## config.mk

```make
export PLATFORM = sky130hd
export DESIGN_NAME = rcc_hsi_div_mon
export DESIGN_NICKNAME = d
export VERILOG_FILES = /design/src/rtl/rcc_hsi_div_mon.sv
export SDC_FILE = /design/constraint.sdc
export NUM_CORES = 1
export LEC_CHECK = 0
export ABC_AREA = 1
export CAP_MARGIN = 30
export CORE_MARGIN = 3
export CORE_UTILIZATION = 49
export DETAILED_ROUTE_END_ITERATION = 8
export PLACE_DENSITY = 0.74
export SYNTH_ARGS = -nofsm -noshare
export SYNTH_HDL_FRONTEND = slang
export SYNTH_SLANG_ARGS = --single-unit
```

## constraint.sdc

```tcl
create_clock -name i_clk -period 1.6 [get_ports i_clk]
set_input_delay 0.32 -clock i_clk [delete_from_list [all_inputs] [get_ports i_clk]]
set_output_delay 0.32 -clock i_clk [all_outputs]
set_load 0.05 [all_outputs]
```

## src/rtl/rcc_hsi_div_mon.sv

```systemverilog
// Monitor for the HSI divider clock-enable strobe: measures pulse spacing,
// decodes it back to the divider select code, locks, and flags mismatch/stall.
module rcc_hsi_div_mon #(
  parameter int LOCK_CNT = 4,
  parameter int TIMEOUT  = 16,
  parameter int CNT_W    = 5
) (
  input  logic       i_clk,
  input  logic       rst,
  input  logic       mon_en,
  input  logic       div_en,
  input  logic [1:0] exp_sel,
  input  logic       err_clr,
  output logic [1:0] meas_sel,
  output logic       meas_vld,
  output logic       err_mismatch,
  output logic       err_timeout
);

  typedef enum logic [1:0] {IDLE, SYNC, TRACK, LOCKED} state_t;

  localparam logic [CNT_W-1:0] PCNT_ONE  = CNT_W'(1);
  localparam logic [CNT_W-1:0] PCNT_LAST = CNT_W'(TIMEOUT - 1);
  localparam logic [CNT_W-1:0] PCNT_MAX  = CNT_W'(TIMEOUT);
  localparam logic [3:0]       LOCK_N    = 4'(LOCK_CNT);

  state_t           state, state_nxt;
  logic [CNT_W-1:0] pcnt, pcnt_nxt;
  logic [1:0]       cand, cand_nxt;
  logic [3:0]       mcnt, mcnt_nxt;
  logic [1:0]       meas_sel_nxt;
  logic             meas_vld_nxt;
  logic [1:0]       code;
  logic             legal;
  logic [1:0]       trk_cand;
  logic [3:0]       trk_mcnt;
  logic             timeout_hit;
  logic             mismatch_set;

  // Period P = pcnt+1, so only pcnt values 0/1/3/7 are legal divider ratios.
  always_comb begin
    legal = 1'b1;
    code  = 2'b00;
    case (pcnt)
      CNT_W'(0): code = 2'b00;
      CNT_W'(1): code = 2'b01;
      CNT_W'(3): code = 2'b10;
      CNT_W'(7): code = 2'b11;
      default:   legal = 1'b0;
    endcase
  end

  always_comb begin
    trk_cand = cand;
    trk_mcnt = 4'd0;
    if (legal && (code == cand)) begin
      trk_mcnt = (mcnt >= LOCK_N) ? LOCK_N : mcnt + 4'd1;
    end else if (legal) begin
      trk_cand = code;
      trk_mcnt = 4'd1;
    end
  end

  assign timeout_hit  = mon_en && (state != IDLE) && !div_en && (pcnt == PCNT_LAST);
  assign mismatch_set = (state == LOCKED) && (meas_sel != exp_sel);

  // Priority: enable drop, then stall timeout, then per-state pulse handling.
  always_comb begin
    state_nxt    = state;
    pcnt_nxt     = pcnt;
    cand_nxt     = cand;
    mcnt_nxt     = mcnt;
    meas_sel_nxt = meas_sel;
    meas_vld_nxt = meas_vld;
    if (div_en) begin
      pcnt_nxt = '0;
    end else if (pcnt != PCNT_MAX) begin
      pcnt_nxt = pcnt + PCNT_ONE;
    end
    if (!mon_en) begin
      state_nxt    = IDLE;
      pcnt_nxt     = '0;
      mcnt_nxt     = 4'd0;
      meas_vld_nxt = 1'b0;
    end else if (timeout_hit) begin
      state_nxt    = SYNC;
      pcnt_nxt     = '0;
      mcnt_nxt     = 4'd0;
      meas_vld_nxt = 1'b0;
    end else begin
      case (state)
        IDLE: begin
          pcnt_nxt  = '0;
          state_nxt = SYNC;
        end
        SYNC: begin
          if (div_en) begin
            state_nxt = TRACK;
            mcnt_nxt  = 4'd0;
          end
        end
        TRACK: begin
          if (div_en) begin
            cand_nxt = trk_cand;
            mcnt_nxt = trk_mcnt;
            if (trk_mcnt == LOCK_N) begin
              state_nxt    = LOCKED;
              meas_sel_nxt = trk_cand;
              meas_vld_nxt = 1'b1;
            end
          end
        end
        LOCKED: begin
          if (div_en) begin
            cand_nxt = trk_cand;
            mcnt_nxt = trk_mcnt;
            if (!(legal && (code == meas_sel))) begin
              state_nxt    = TRACK;
              meas_vld_nxt = 1'b0;
            end
          end
        end
        default: state_nxt = IDLE;
      endcase
    end
  end

  // Sticky flags: a set in the same cycle as err_clr wins.
  always_ff @(posedge i_clk) begin
    if (rst) begin
      state        <= IDLE;
      pcnt         <= '0;
      cand         <= 2'b00;
      mcnt         <= 4'd0;
      meas_sel     <= 2'b00;
      meas_vld     <= 1'b0;
      err_mismatch <= 1'b0;
      err_timeout  <= 1'b0;
    end else begin
      state        <= state_nxt;
      pcnt         <= pcnt_nxt;
      cand         <= cand_nxt;
      mcnt         <= mcnt_nxt;
      meas_sel     <= meas_sel_nxt;
      meas_vld     <= meas_vld_nxt;
      err_mismatch <= mismatch_set | (err_mismatch & ~err_clr);
      err_timeout  <= timeout_hit | (err_timeout & ~err_clr);
    end
  end

endmodule
```

==> impl_metrics.toml, run 1 <==
[status]
outcome = "complete, but fails checks"
violations = "negative setup slack"

[synth]
synth_top_area_cell = "dfxtp_1"
yosysMostFrequentCell = "nand2_1"
synth_cells = 160
synth_enable_flop_cells = 0
yosys_warnings = 0
syn_nets = 172
synth.avg_cell_area_um2 = 6.71
yosysUniqueCellTypes = 25
synth_area_leaders = "dfxtp_1, nand2_1, inv_1"
synth_flop_cell = "dfxtp_1"
synth_seq_cells = 18
ys_seq_area_share_pct = 33.6
synth-async-reset-ratio_pct = 0
syn_area_um2 = 1070
synthTopCellsByCount = "nand2_1, inv_1, nor2_1, dfxtp_1, a21oi_1"
synth_top_cell_area_share_pct = 33.6

[timing]
rsz0062_at_grt = "yes"
timing.final.crit_share_pct = 108
worst_pin_slew_ns = 0.325
hold_viol = 0
drv_slew = 0
setup_violations = 4
fmax_mhz = 580
skew_ns = 0.0104
finalWorstSetupSlack_ns = -0.125
slew_headroom_pct = 78.2
fin_crit_ns = 1.72

[place]
gp_congestion = 0.850
io_buffer_count = 11
dp_cells = 205
hpwl_mm = 1.82

[drt]
drt_first_pass_iters = 6
num_vias = 1163
ant_nets = 0
drc = 0
drtIter0Drc = 49
routed_wl_mm = 2.83
post_drt_wl_per_cell_um = 13.1
viasPerCell = 5.38

[pwr]
peakVddDrop_mv = 0.462
powerDensity_nw_per_um2 = 494
p_leak_nw = 0.703
power_uw = 766

[critical_path]
crit_top_cell = "nand2_4"
cp_cell_sequence = "inv_4 > ha_4 > inv_2 > nor2_4 > nand2_4 > nand2_4 > nand2_4 > nand2_4 > buf_6 > nand4_1 > nor2_2 > nand2_1 > nand2_1 > nand2_1 > nor2_1"
critPathLaunchType = "flop"
cp.arrival_ns = 1.95
r2r_setup_slack_ns = -0.12
crit_slowest_cell = "dfxtp_4"
reg2reg_depth = 15
crit_type = "reg2reg"
worstPathRequired_ns = 1.83
path_max_fanout = 4
r2r_start = "pcnt[1]"
endpoint_kind = "flop"
critical-path-max-stage-delay_ns = 0.39
r2r_end = "meas_sel[0]"

[cts]
cts_htree_levels = 1
hold_buffers = 0
cts-root-buf = "clkbuf_4"
tritoncts = "done"
clkTransAtPathRegs_ns = 0.11
clockBufferDepth = 2
cts_buffers = 3
insertion_delay_ns = 0.29
clock-sinks = 18

[global_route]
grt_pass1_vias = 1047
grt_max_degree = 10
grt_overflow = 0
grt_pass1_wl_mm = 4.35
antenna_found_initial = 0
grt.total_usage_pct = 21.1

[floorplan]
die_y_um = 52.8
ios = 12
core_um2 = 2020
die_area_um2 = 2790
die_w_um = 52.8
initial_core_util_pct = 53.1
row_count = 16

[cells_and_area]
n_antenna_cell = 0
finalNetCount = 203
instances_no_fill = 216
layout-drive-gt1-share_pct = 34.4
areaGrowthSynthToFinish_pct = 44.3

[min_path]
min_from = "mcnt[3]"
holdPathStages = 2
min_to = "mcnt[3]"
min_path_type = "reg2reg"

[run]
drv_cap = 0
==> worst max-delay path, delay by kind of cell (launching register included) <==
| family | cells | cell delay, ns |
|---|---|---|
| adders and majority gates | 1 | 0.13 |
| buffers and inverters | 3 | 0.21 |
| DFF | 1 | 0.39 |
| and+or+nand+nor | 11 | 0.95 |
==> placed cells by master (no fill, tap or decap), types with 4 or more instances in the layout <==
cell type | Yosys | routed
nand2_1 | 37 | 32
inv_1 | 24 | 20
nor2_1 | 21 | 18
buf_4 | 0 | 16
dfxtp_1 | 18 | 13
a21oi_1 | 14 | 12
nand3_1 | 10 | 8
clkdlybuf4s50_1 | 0 | 6
nor2_4 | 1 | 5
nand2_4 | 1 | 5
nand2_2 | 4 | 5
a21oi_2 | 2 | 4
xor2_1 | 4 | 4
==> power breakdown <==
| part | internal (mW) | switching [mW] |
|---|---|---|
| registers | 0.448 | 0.00677 |
| logic | 0.0433 | 0.0428 |
| clock network | 0.0875 | 0.137 |
==> registers in the layout, summed over array words and instances (netlist names) <==
register and flops:
meas_vld 1, state 2, err_timeout 1, mcnt 4
err_mismatch 1, pcnt 5, cand 2, meas_sel 2
==> how the worst max path moves through the flow <==
stage	startpoint	end	slack [ns]	depth (start not counted)
2_1_floorplan	pcnt[0]	meas_sel[0]	0.09	10
3_3_place_gp	pcnt[0]	state[0]	-0.05	11
3_5_place_dp	pcnt[0]	state[0]	-0.12	11
4_1_cts	pcnt[1]	state[0]	-0.08	14
5_1_grt	pcnt[1]	meas_sel[0]	-0.26	15
6_report	pcnt[1]	meas_sel[0]	-0.12	15
==> routing by layer <==
layer | track usage (%) | wire length [um] | up-vias | share of wire, %
met5 | 0 | 0 | - | 0
met4 | 12.3 | 92 | 0 | 3.3
met3 | 3.70 | 210 | 16 | 7.4
met2 | 36.4 | 1340 | 64 | 47
met1 | 24.0 | 1190 | 520 | 42
li1 | - | - | 563 | -
==> stage by stage <==
step | util, % | setup TNS (ns) | worst slack (ns) | hold WS (ns) | cell area (um2)
after CTS | 68.1 | -0.235 | -0.0846 | 0.458 | 1380
after floorplan | - | 0 | 0.0893 | 0.389 | 1070
final | 76.6 | -0.348 | -0.125 | 0.455 | 1550
after global routing | 76.6 | -1.00 | -0.258 | 0.494 | 1550
after detailed placement | 62.9 | -0.402 | -0.116 | 0.444 | 1270
after global placement | 62.9 | -0.102 | -0.0544 | 0.433 | 1270
==> repair_timing <==
| item | 4_1_cts | 5_1_grt |
|---|---|---|
| setup endpoints to repair | 14 | 14 |
| resized for setup | 15 | 33 |
| setup buffers | 5 | 3 |
| pin swaps | 11 | 15 |
==> layout make-up <==
type / count / area (um2)
multi-input combinational: 116 / 768
fill: 132 / 473
sequential: 18 / 372
timing repair buffer: 27 / 254
inverter: 25 / 98.8
tap: 27 / 33.8
clock buffer: 3 / 22.5
==> cell families (layout without fill, tap and decap cells) <==
logic type	count (synthesis)	in the layout	synth area share, %
fa+ha+maj	5	5	5.83
xor+xnor	5	5	4.08
buf+inv	26	55	9.21
flops	18	18	33.6
compound gates	23	23	12.5
simple gates	83	83	34.8
Note: power is estimated with default switching activity, not from simulation.
==> inputs of run 2 (changes only) <==
Settings changed: CTS_CLUSTER_SIZE from default to 28.
==> results of run 2 <==
No change in the layout: final DEF, timing and power equal those of run 1.
